<file path="src/rtl/dot_product_accumulator_pkg.sv">
// Shared definitions for the dot-product accumulator slice.
// Provides build-time defaults for the system-wide width macros, the
// beats-per-dot-product constant, the output-register state type, the
// score type and the saturating clamp helper. The helper is only used when
// SCORE_SATURATE_EN is defined.
`ifndef INTEGER_WIDTH
`define INTEGER_WIDTH 4
`endif
`ifndef MAX_EMBEDDING_DIM
`define MAX_EMBEDDING_DIM 32
`endif
`ifndef DOTP_BEATS
`define DOTP_BEATS (`MAX_EMBEDDING_DIM/8)
`endif

package dot_product_accumulator_pkg;

  // Beats that make up one full QK dot product.
  localparam int DOTP_BEATS = `DOTP_BEATS;

  // Default score width for the default IN_LEN of 4 partial sums per beat.
  localparam int SCORE_W = 2*`INTEGER_WIDTH + 1 + $clog2(4) + $clog2(DOTP_BEATS);

  typedef logic signed [SCORE_W-1:0] score_t;

  // Output register occupancy.
  typedef enum logic [0:0] {
    OUT_EMPTY = 1'b0,
    OUT_FULL  = 1'b1
  } out_state_t;

  // Clamp a signed value into the range of a signed integer that is `width` bits wide.
  function automatic logic signed [63:0] sat_signed(input logic signed [63:0] value,
                                                    input int width);
    logic signed [63:0] hi;
    logic signed [63:0] lo;
    logic signed [63:0] res;
    hi = (64'sd1 <<< (width - 1)) - 64'sd1;
    lo = -(64'sd1 <<< (width - 1));
    if (value > hi) begin
      res = hi;
    end else if (value < lo) begin
      res = lo;
    end else begin
      res = value;
    end
    return res;
  endfunction

endpackage

</file>
<file path="src/rtl/dot_product_accumulator_if.sv">
// Beat input and score output handshake bundle for dot_product_accumulator.
// The master modport is the side that feeds beats and consumes scores.
// The slave modport is the accumulator itself.
interface dot_product_accumulator_if
  import dot_product_accumulator_pkg::*;
#(
  parameter int IN_LEN = 4,
  parameter int W_IN   = 2*`INTEGER_WIDTH + 1,
  parameter int W_OUT  = SCORE_W,
  parameter int BEAT_W = 2
);
  logic                    vld_in;
  logic                    rdy_out;
  logic signed [W_IN-1:0]  list_in [IN_LEN];
  logic                    vld_out;
  logic                    rdy_in;
  logic signed [W_OUT-1:0] score_out;
  logic [BEAT_W-1:0]       beat_idx;

  modport master (
    output vld_in, list_in, rdy_in,
    input  rdy_out, vld_out, score_out, beat_idx
  );

  modport slave (
    input  vld_in, list_in, rdy_in,
    output rdy_out, vld_out, score_out, beat_idx
  );
endinterface

</file>
<file path="src/rtl/dot_product_accumulator_beat_adder_tree.sv">
// Combinational sum of one beat's partial sums.
// Each input is sign-extended to the accumulator width before it is added,
// so the result cannot overflow.
module beat_adder_tree #(
  parameter int IN_LEN = 4,
  parameter int W_IN   = 9,
  parameter int W_ACC  = 13
) (
  input  logic signed [W_IN-1:0]  list_in [IN_LEN],
  output logic signed [W_ACC-1:0] beat_sum
);
  logic signed [W_ACC-1:0] ext [IN_LEN];

  for (genvar gi = 0; gi < IN_LEN; gi++) begin : g_ext
    assign ext[gi] = W_ACC'(list_in[gi]);
  end

  // Add all sign-extended partial sums together.
  always_comb begin
    beat_sum = '0;
    for (int i = 0; i < IN_LEN; i++) begin
      beat_sum = beat_sum + ext[i];
    end
  end
endmodule

</file>
<file path="src/rtl/dot_product_accumulator.sv">
// Accumulates NUM_BEATS beats of IN_LEN signed partial sums into one
// dot-product score. The score is presented through a held output register,
// so the next vector can accumulate while a score waits.
// Optional feature: SCORE_SATURATE_EN clamps the final result to W_OUT bits.
// Without it, the low W_OUT bits are kept and the value wraps.
module dot_product_accumulator
  import dot_product_accumulator_pkg::*;
#(
  parameter int IN_LEN    = 4,
  parameter int W_IN      = 2*`INTEGER_WIDTH + 1,
  parameter int NUM_BEATS = DOTP_BEATS,
  parameter int W_ACC     = W_IN + $clog2(IN_LEN) + $clog2(NUM_BEATS),
  parameter int W_OUT     = W_ACC,
  parameter int BEAT_W    = (NUM_BEATS > 1) ? $clog2(NUM_BEATS) : 1
) (
  input logic clk,
  input logic rst,
  dot_product_accumulator_if.slave bus
);
  localparam logic [BEAT_W-1:0] LAST_BEAT = BEAT_W'(NUM_BEATS - 1);

  out_state_t              state_reg, state_next;
  logic signed [W_ACC-1:0] acc_reg, acc_next;
  logic [BEAT_W-1:0]       beat_cnt_reg, beat_cnt_next;
  logic signed [W_OUT-1:0] out_reg, out_next;

  logic signed [W_ACC-1:0] beat_sum;
  logic signed [W_ACC-1:0] total;
  logic signed [W_OUT-1:0] score_load;
  logic                    is_last;
  logic                    accept;

  beat_adder_tree #(
    .IN_LEN (IN_LEN),
    .W_IN   (W_IN),
    .W_ACC  (W_ACC)
  ) u_beat_adder_tree (
    .list_in  (bus.list_in),
    .beat_sum (beat_sum)
  );

  assign is_last = (beat_cnt_reg == LAST_BEAT);
  assign total   = acc_reg + beat_sum;

`ifdef SCORE_SATURATE_EN
  assign score_load = W_OUT'(sat_signed(64'(total), W_OUT));
`else
  assign score_load = W_OUT'(total);
`endif

  // Only a final beat stalls, and only while an unconsumed score is still held.
  // This keeps rdy_out independent of vld_in.
  assign bus.rdy_out = !((state_reg == OUT_FULL) && !bus.rdy_in && is_last);
  assign accept      = bus.vld_in && bus.rdy_out;

  assign bus.vld_out   = (state_reg == OUT_FULL);
  assign bus.score_out = out_reg;
  assign bus.beat_idx  = beat_cnt_reg;

  // Next state: drain the held score, then accumulate or load the score from an accepted beat.
  always_comb begin
    state_next    = state_reg;
    acc_next      = acc_reg;
    beat_cnt_next = beat_cnt_reg;
    out_next      = out_reg;
    if ((state_reg == OUT_FULL) && bus.rdy_in) begin
      state_next = OUT_EMPTY;
    end
    if (accept) begin
      if (is_last) begin
        out_next      = score_load;
        acc_next      = '0;
        beat_cnt_next = '0;
        state_next    = OUT_FULL;
      end else begin
        acc_next      = total;
        beat_cnt_next = beat_cnt_reg + BEAT_W'(1);
      end
    end
  end

  // State register; reset discards any partial vector and any held score.
  always_ff @(posedge clk or negedge rst) begin
    if (!rst) begin
      state_reg    <= OUT_EMPTY;
      acc_reg      <= '0;
      beat_cnt_reg <= '0;
      out_reg      <= '0;
    end else begin
      state_reg    <= state_next;
      acc_reg      <= acc_next;
      beat_cnt_reg <= beat_cnt_next;
      out_reg      <= out_next;
    end
  end
endmodule

</file>
<file path="src/flat_wrapper.sv">
// flat-port wrapper written by rule: the top's interface ports become plain ports
module dot_product_accumulator_flat import dot_product_accumulator_pkg::*;
#(
  parameter int IN_LEN    = 4,
  parameter int W_IN      = 2*`INTEGER_WIDTH + 1,
  parameter int NUM_BEATS = DOTP_BEATS,
  parameter int W_ACC     = W_IN + $clog2(IN_LEN) + $clog2(NUM_BEATS),
  parameter int W_OUT     = W_ACC,
  parameter int BEAT_W    = (NUM_BEATS > 1) ? $clog2(NUM_BEATS) : 1
)
  (clk, rst, bus_vld_in, bus_list_in, bus_rdy_in, bus_rdy_out, bus_vld_out, bus_score_out, bus_beat_idx);
  dot_product_accumulator_if #(.IN_LEN(IN_LEN), .W_IN(W_IN), .W_OUT(W_OUT), .BEAT_W(BEAT_W)) bus_i ();
  input logic clk;
  input logic rst;
  input wire logic [$bits(bus_i.vld_in)-1:0] bus_vld_in;
  input wire logic [$bits(bus_i.list_in)-1:0] bus_list_in;
  input wire logic [$bits(bus_i.rdy_in)-1:0] bus_rdy_in;
  output wire logic [$bits(bus_i.rdy_out)-1:0] bus_rdy_out;
  output wire logic [$bits(bus_i.vld_out)-1:0] bus_vld_out;
  output wire logic [$bits(bus_i.score_out)-1:0] bus_score_out;
  output wire logic [$bits(bus_i.beat_idx)-1:0] bus_beat_idx;
  assign bus_i.vld_in = bus_vld_in;
  assign bus_i.list_in = {>>{bus_list_in}};
  assign bus_i.rdy_in = bus_rdy_in;
  assign bus_rdy_out = bus_i.rdy_out;
  assign bus_vld_out = bus_i.vld_out;
  assign bus_score_out = bus_i.score_out;
  assign bus_beat_idx = bus_i.beat_idx;
  dot_product_accumulator #(.IN_LEN(IN_LEN), .W_IN(W_IN), .NUM_BEATS(NUM_BEATS), .W_ACC(W_ACC), .W_OUT(W_OUT), .BEAT_W(BEAT_W)) u_core (.clk(clk), .rst(rst), .bus(bus_i));
endmodule
</file>
<file path="config.mk">
export PLATFORM = sky130hd
export DESIGN_NAME = dot_product_accumulator_flat
export DESIGN_NICKNAME = d
export VERILOG_FILES = /design/src/rtl/dot_product_accumulator_pkg.sv /design/src/rtl/dot_product_accumulator_if.sv /design/src/rtl/dot_product_accumulator_beat_adder_tree.sv /design/src/rtl/dot_product_accumulator.sv /design/src/flat_wrapper.sv
export SDC_FILE = /design/constraint.sdc
export NUM_CORES = 1
export LEC_CHECK = 0
export ABC_AREA = 1
export ABC_CLOCK_PERIOD_IN_PS = 2900
export CAP_MARGIN = 0
export CORE_MARGIN = 5
export CORE_UTILIZATION = 26
export CTS_CLUSTER_DIAMETER = 150
export DETAILED_ROUTE_END_ITERATION = 8
export GPL_ROUTABILITY_DRIVEN = 0
export MAX_ROUTING_LAYER = met4
export SETUP_SLACK_MARGIN = 0.5
export SYNTH_ARGS = -nofsm -noshare
export SYNTH_HDL_FRONTEND = slang
export SYNTH_SLANG_ARGS = --single-unit
export TNS_END_PERCENT = 30
</file>
<file path="constraint.sdc">
create_clock -name clk -period 2.9 [get_ports clk]
set_input_delay 0.435 -clock clk [delete_from_list [all_inputs] [get_ports clk]]
set_output_delay 0.435 -clock clk [all_outputs]
set_load 0.03 [all_outputs]
</file>
# After elaboration in Yosys (flattened, before gate mapping)
# Index checks and enable logic that the tools add are counted.
# word_totals
ff_bits	29
latchBits	0
ramBits	0
rom_bits	0
in_bits	40
out_inout_bits	17
elab_cells	22
n_memories	0
# op_classes
n_addsub	5
mul	0
n_div	0
magnitude_cmp	0
eq_ne	1
shift	0
mux	5
n_bitwise	0
n_reduce_logical	7
# op_table
operator	count
13-bit by 12-bit adder with 13-bit output	1
13-bit two-way mux	1
11-bit by 9-bit adder with 12-bit output	1
10-bit by 9-bit adder with 11-bit output	1
9-bit by 9-bit adder with 10-bit output	1
1-bit logical AND	4
1-bit two-way mux	3
2-bit by 1-bit adder with 2-bit output, second input constant	1
2-bit equality test, second input constant	1
1-bit zero test	2
2-bit two-way mux	1
2-bit AND reduction	1

# Depth between registers and ports, before layout
# Gate-level depths: netlist (run 1).
# logic_depth
ltp_word	6
depth_mapped	17
depth_no_buf	17

# Hierarchy
# A second synthesis (run 1) with hierarchy kept.
# hier_totals
cells_unflattened	415
area_unflattened_um2	2905.3
# by_module_without_submodules
module	n_inst	cells_each	area_per_inst_um2	seq_area_each_um2
dot_product_accumulator	1	250	1818.0	725.7
beat_adder_tree	1	165	1087.3	0.0

# Worst setup path after synthesis (run 1)
# OpenSTA, ideal clock, no wires.
# synth_timing
path_type	in2reg
startpoint	input port bus_list_in[1]
endpoint	register u_core.out_reg[7] (netlist: u_core.bus.score_out[7])
setup_ns	0.117
t_arrival_ns	3.323
required_ns	2.783
setup_slack_ns	-0.540
path_stages	14
n_path_buf	0
cell_sequence	inv_1 > fa_1 > fa_1 > fa_1 > inv_1 > ha_1 > fa_1 > nand3_1 > nand3_2 > nand2_1 > nand2_1 > or2_2 > nand3_1 > nand2_1
# synth_via
elab_chain_cells	2
# synth_lines
item	line	source
start, declared	flat_wrapper.sv:16	input wire logic [$bits(bus_i.list_in)-1:0] bus_list_in;
11-bit by 9-bit adder with 12-bit output	dot_product_accumulator_beat_adder_tree.sv:22	beat_sum = beat_sum + ext[i];
13-bit by 12-bit adder with 13-bit output	dot_product_accumulator.sv:43	assign total = acc_reg + beat_sum;
end signal, assigned	dot_product_accumulator.sv:93	out_reg <= out_next;
end, declared	dot_product_accumulator.sv:25	logic signed [W_OUT-1:0] out_reg, out_next;
# No other way between the ends.
# A chain may end at the register's enable or synchronous reset.

# Final worst setup path (run 1)
# layout_timing
startpoint	input port bus_list_in[0]
endpoint	register u_core.acc_reg[5]
# layout_via
elab_chain_cells	3
# layout_lines
item	line	source
11-bit by 9-bit adder with 12-bit output	dot_product_accumulator_beat_adder_tree.sv:22	
13-bit by 12-bit adder with 13-bit output	dot_product_accumulator.sv:43	
13-bit two-way mux	dot_product_accumulator.sv:70	if (is_last) begin
end signal, assigned	dot_product_accumulator.sv:91	acc_reg <= acc_next;
end, declared	dot_product_accumulator.sv:23	logic signed [W_ACC-1:0] acc_reg, acc_next;
# No other way between the ends.

==> results of run 1 <==
Yosys cell counts, drive strengths merged:
cell type and count:
or2 1, o22ai 5, inv 105, nand4 4, fa 30, dfrtp 29, xnor2 3, a21oi 4
nand2 95, xor2 1, ha 15, o21ai 9, nand3 24, nand3b 2, nor2 9, buf 3
what timing repair did:
item | CTS | global route
pin swaps | 74 | 57
setup endpoints to repair | 24 | 24
buffers inserted | 6 | 2
hold buffers | 0 | 0
resized for setup | 100 | 70
hold endpoints to repair | 0 | 0
per-stage QoR:
stage	cell area [um^2]	hold WS, ps	util, %	std cells
2_1_floorplan	2760	139	-	339
3_3_place_gp	3570	470	35.2	542
3_5_place_dp	3570	472	35.2	542
4_1_cts	3900	496	38.5	556
5_1_grt	3970	521	39.1	558
6_report	3970	492	39.1	558
per-layer routing:
layer  track usage [%]  vias to the layer above
met5                 -                        -
met4              3.41                        0
li1                  -                     1149
met2              18.9                       52
met3              2.84                       10
met1              13.6                     1119
worst max-delay path: cells and delay by family:
kind	cells	cell delay (ps)
fa+ha+maj	5	1860
buf+inv	5	610
simple gates	2	150
xor+xnor	1	140
compound gates	1	90
area by class of cell:
cell class	instances	area [um^2]	area share [%]
multi-input combinational	202	1870	47.2
sequential	29	726	18.3
timing repair buffer	78	678	17.1
inverter	105	407	10.2
tap	136	170	4.29
clock buffer	7	86.3	2.18
clock inverter	1	30.0	0.757
worst paths after layout:
kind                                                     start                                  end  cells after the start
max in group asynchronous                                  rst        u_core.acc_reg[6]$_DFFE_PN0P_                      2
min in group asynchronous                                  rst  u_core.bus.score_out[6]$_DFFE_PN0P_                      2
min reg2reg                u_core.bus.score_out[4]$_DFFE_PN0P_  u_core.bus.score_out[4]$_DFFE_PN0P_                      2
max                                             bus_list_in[0]        u_core.acc_reg[5]$_DFFE_PN0P_                     14
min                        u_core.bus.score_out[4]$_DFFE_PN0P_  u_core.bus.score_out[4]$_DFFE_PN0P_                      2
max reg2reg                      u_core.acc_reg[1]$_DFFE_PN0P_        u_core.acc_reg[5]$_DFFE_PN0P_                     11
cells by family after synthesis:
logic type                 Yosys count  synth area share [%]
adders and majority gates           45                  29.7
and+or+nand+nor                    135                  22.0
DFF                                 29                  27.3
AOI/OAI and AO/OA                   18                  3.63
buffers and inverters              108                  16.1
xor gates and xnor gates             4                  1.32
cell usage in the layout, fill, tap and decap left out, types with 3 or more instances in the layout:
cell type / instances
nor2_4: 5
nand2_1: 72
o22ai_1: 5
fa_1: 27
nand2_4: 5
a21oi_2: 3
clkbuf_2: 12
buf_4: 19
nand2_2: 18
clkdlybuf4s15_1: 3
fa_2: 3
ha_4: 9
inv_1: 67
dlygate4sd2_1: 7
dfrtp_1: 29
nand3_2: 13
o21ai_1: 5
buf_6: 3
nand3_1: 10
inv_2: 36
clkdlybuf4s50_1: 29
ha_1: 6
nor2_1: 4
nand4_1: 4
clkbuf_8: 6
==> run_results.csv, run 1 <==
group,metric,value,unit
synth,synth_top_cell_area_share,27.3,%
timing,drv_slew,0,
synth,postSynthAreaPerCell,7.84,um^2
floorplanning,design.core.area,10100,um^2
timing,finalClockSkew,9.39,ps
worst_setup_path,cp-end-kind,"flop",
timing,slew_headroom,74.5,%
place,dp_worst_setup_slack,-990,ps
timing,fin_crit,3120,ps
route,wl_met2,3400,um
clock_tree,clk_pin_slew,60,ps
hold_path,holdCritPathClass,"reg -> reg",
synth,netlist_area,2660,um^2
layout,drive_above_1_share,35.1,%
outcome,violations,"setup timing",
worst_setup_path,worstPathArrival,3280,ps
global_routing,overflow,0,
timing,setup_viol,18,
synth,syn_nets,424,
global_routing,grtUsageTotal,11.3,%
worst_setup_path,required,3060,ps
floorplanning,start_util,26.2,%
clock_tree,htreeDepth,2,
route,wl_met1,2870,um
worst_setup_path,startpoint_type,"input port",
place,dpl.hpwl,5040,um
worst_setup_path,cp_slowest_stage_delay,510,ps
clock_tree,clock_latency,290,ps
floorplanning,die-area,12300,um^2
global_routing,antenna_found_initial,0,
layout,antenna_cells,0,
clock_tree,tritoncts,"yes",
worst_setup_path,crit_chain,"dlygate4sd2_1, fa_2, inv_2, fa_1, fa_1, inv_2, ha_4, fa_2, nand3_2, nand3_2, buf_6, buf_12, xnor2_4, o22ai_1",
floorplanning,pin_count,57,
route,drc,0,
place,port_buffers,56,
route,antenna_left,0,
synth,ys_types,21,
global_routing,first_global_vias,2460,
route,drt_iter0_drc,78,
timing,hold_viol_final,0,
synth,ys_warn_count,0,
global_routing,grt_max_degree,30,
timing,rsz0062_at_grt,"true",
layout,fillers,1007,
floorplanning,fp.dieW,111,um
route,wl_per_cell,11.9,um
worst_setup_path,critical_path_class,"in -> reg",
route,wl,6660,um
route,first_pass_iters,4,
route,routed-wl-met3,290,um
route,drt-vias-per-instance,4.18,
synth,synthTopCellsByArea,"dfrtp_1, fa_1, inv_1",
outcome,outcome,"finished with violations",
worst_setup_path,critPathMaxFanout,2,
timing,postLayoutSetupSlackWorst,-223,ps
clock_tree,cts_root_buffer,"clkbuf_8",
synth,yosysTopAreaCell,"dfrtp_1",
timing,fmax,320,MHz
timing,fin_crit_sh,108,%
clock_tree,clock_sinks,29,
worst_setup_path,r2r_slack,620,ps
layout,syn2layout_area_growth,49.3,%
timing,tns,-2940,ps
synth,ys_seq_area_share,27.3,%
clock_tree,clock_path_buffers,2,
synth,synthCells,339,
flow_run,drv_cap,0,
clock_tree,numCtsBuffers,5,
synth,ys_ff_latch,29,
timing,worst_pin_slew,383,ps
layout,nets,506,
floorplanning,die_h,111,um
floorplanning,rows,37,
route,vias,2330,
worst_setup_path,crit_slowest_cell,"fa_1",
route,top_layer_used,"met4",
global_routing,grt_pass1_wl,11300,um
Power of run 1 is left out: the tool's default activity adds up to more than one toggle a clock period on the data nets, which glitch-free logic cannot reach.
==> run 2, diff against run 1 <==
Settings changed: CTS_CLUSTER_SIZE set to 25.
==> results of run 2 <==
Final layout, timing and power as in run 1 (identical DEF).
Power of run 2 is left out for the same reason.
==> run 3, diff against run 2 <==
Settings changed: ABC_CLOCK_PERIOD_IN_PS 2900 to 2880.
Clock period 2.9 ns to 2.88 ns, I/O delays scaled along.
==> run 3 against run 2 <==
The flow still finishes with violations (setup timing); critical endpoint unchanged; hold slack stayed put; worst setup slack worse by 17 ps; cell count unchanged; die area is the same; sequential share of layout area unchanged; non-clock buffer count stayed put; clock skew is essentially flat; critical path depth did not move.
==> run_results.csv, run 3 (same netlist as run 1, synthesis figures left out) <==
group,metric,value,unit
outcome,outcome,"finished with violations",
outcome,violations,"setup timing",
timing,finalClockSkew,9.46,ps
clock_tree,clk_pin_slew,60,ps
timing,fin_crit_sh,108,%
hold_path,worst_hold_path.endpoint,"u_core.bus.score_out[4]$_DFFE_PN0P_",
timing,fin_crit,3120,ps
global_routing,grt_max_degree,30,
layout,syn2layout_area_growth,49.3,%
place,dp_worst_setup_slack,-1010,ps
worst_setup_path,critical_path_class,"in -> reg",
place,placed_area,3570,um^2
worst_setup_path,r2r-end,"u_core.acc_reg[5]$_DFFE_PN0P_",
timing,drv_slew,0,
timing,setup_viol,20,
timing,fmax,321,MHz
place,dpl.hpwl,5040,um
timing,tns,-3270,ps
layout,nets,506,
place,port_buffers,56,
route,drc,0,
timing,slew_headroom,74.5,%
layout,final_common_cell,"nand2_1",
floorplanning,die-area,12300,um^2
global_routing,grt_pass1_wl,11300,um
global_routing,grtUsageTotal,11.3,%
timing,hold_viol_final,0,
worst_setup_path,startpoint_type,"input port",
worst_setup_path,cp-end-kind,"flop",
layout,fin_area,3970,um^2
timing,postLayoutSetupSlackWorst,-240,ps
floorplanning,die_h,111,um
floorplanning,pin_count,57,
timing,rsz0062_at_grt,"true",
clock_tree,clock_path_buffers,2,
worst_setup_path,worstPathArrival,3280,ps
worst_setup_path,critPathMaxFanout,2,
route,vias,2330,
global_routing,first_global_vias,2460,
hold_path,hold_path_depth,2,
clock_tree,cts_root_buffer,"clkbuf_8",
clock_tree,htreeDepth,2,
floorplanning,fp.dieW,111,um
clock_tree,numCtsBuffers,5,
worst_setup_path,r2r_start,"u_core.acc_reg[1]$_DFFE_PN0P_",
layout,drive_above_1_share,35.3,%
layout,final_cell_mix,"nand2_1, inv_1, inv_2, clkdlybuf4s50_1, dfrtp_1",
route,drt-vias-per-instance,4.18,
layout,fin_util,39.1,%
worst_setup_path,required,3040,ps
route,wl_per_cell,11.9,um
floorplanning,design.core.area,10100,um^2
clock_tree,clock_latency,290,ps
clock_tree,ctsHoldBuffers,0,
timing,worst_pin_slew,383,ps
layout,antenna_cells,0,
clock_tree,clock_sinks,29,
floorplanning,start_util,26.2,%
worst_setup_path,r2r_cells,11,
route,first_pass_iters,4,
hold_path,min_from,"u_core.bus.score_out[4]$_DFFE_PN0P_",
worst_setup_path,r2r_slack,600,ps
global_routing,antenna_found_initial,0,
clock_tree,tritoncts,"yes",
floorplanning,rows,37,
global_routing,overflow,0,
route,drt_iter0_drc,78,
hold_path,holdCritPathClass,"reg -> reg",
route,wl,6660,um
route,antenna_left,0,
flow_run,drv_cap,0,
-- run 3: cell counts in the layout (fill, tap and decap cells not counted) --
Identical to the previous run, type by type.
-- run 3: worst max-delay path by stage --
stage / startpoint / to / cells past startpoint
floorplan: bus_list_in[2] / u_core.bus.score_out[7]$_DFFE_PN0P_ / 15
global placement: bus_list_in[2] / u_core.acc_reg[5]$_DFFE_PN0P_ / 14
detailed placement: bus_list_in[2] / u_core.acc_reg[5]$_DFFE_PN0P_ / 14
CTS: bus_list_in[19] / u_core.acc_reg[7]$_DFFE_PN0P_ / 15
global route: bus_list_in[12] / u_core.bus.score_out[10]$_DFFE_PN0P_ / 18
finish: bus_list_in[0] / u_core.acc_reg[5]$_DFFE_PN0P_ / 14
-- run 3: area by class of cell --
class | count | area, um^2
clock buffer | 7 | 86.3
fill | 1007 | 6170
tap | 136 | 170
multi-input combinational | 202 | 1870
inverter | 105 | 407
timing repair buffer | 78 | 678
clock inverter | 1 | 30.0
sequential | 29 | 726
-- run 3: through the flow --
stage	instances	hold slack, ps
floorplan	339	136
global placement	542	470
detailed placement	542	472
CTS	556	496
global route	558	521
finish	558	492
-- run 3: layer usage --
| metal | wire length (um) | global-route usage [%] | vias to the layer above |
|---|---|---|---|
| met4 | 105 | 3.41 | 0 |
| met2 | 3400 | 18.9 | 52 |
| met5 | 0 | - | - |
| met1 | 2870 | 13.6 | 1119 |
| li1 | - | - | 1149 |
| met3 | 290 | 2.84 | 10 |
-- run 3: worst max-delay path, stage by stage --
cell and delay, ps:
dlygate4sd2_1 250, fa_2 380, inv_2 60, fa_1 440, fa_1 510, inv_2 50
ha_4 160, fa_2 370, nand3_2 80, nand3_2 70, buf_6 130, buf_12 120
xnor2_4 140, o22ai_1 90
-- run 3: what timing repair did --
item	CTS	global route
gates resized for setup	101	70
setup buffers	6	2
pin swaps	74	57
setup endpoints to repair	24	24
Power of run 3 is left out for the same reason.
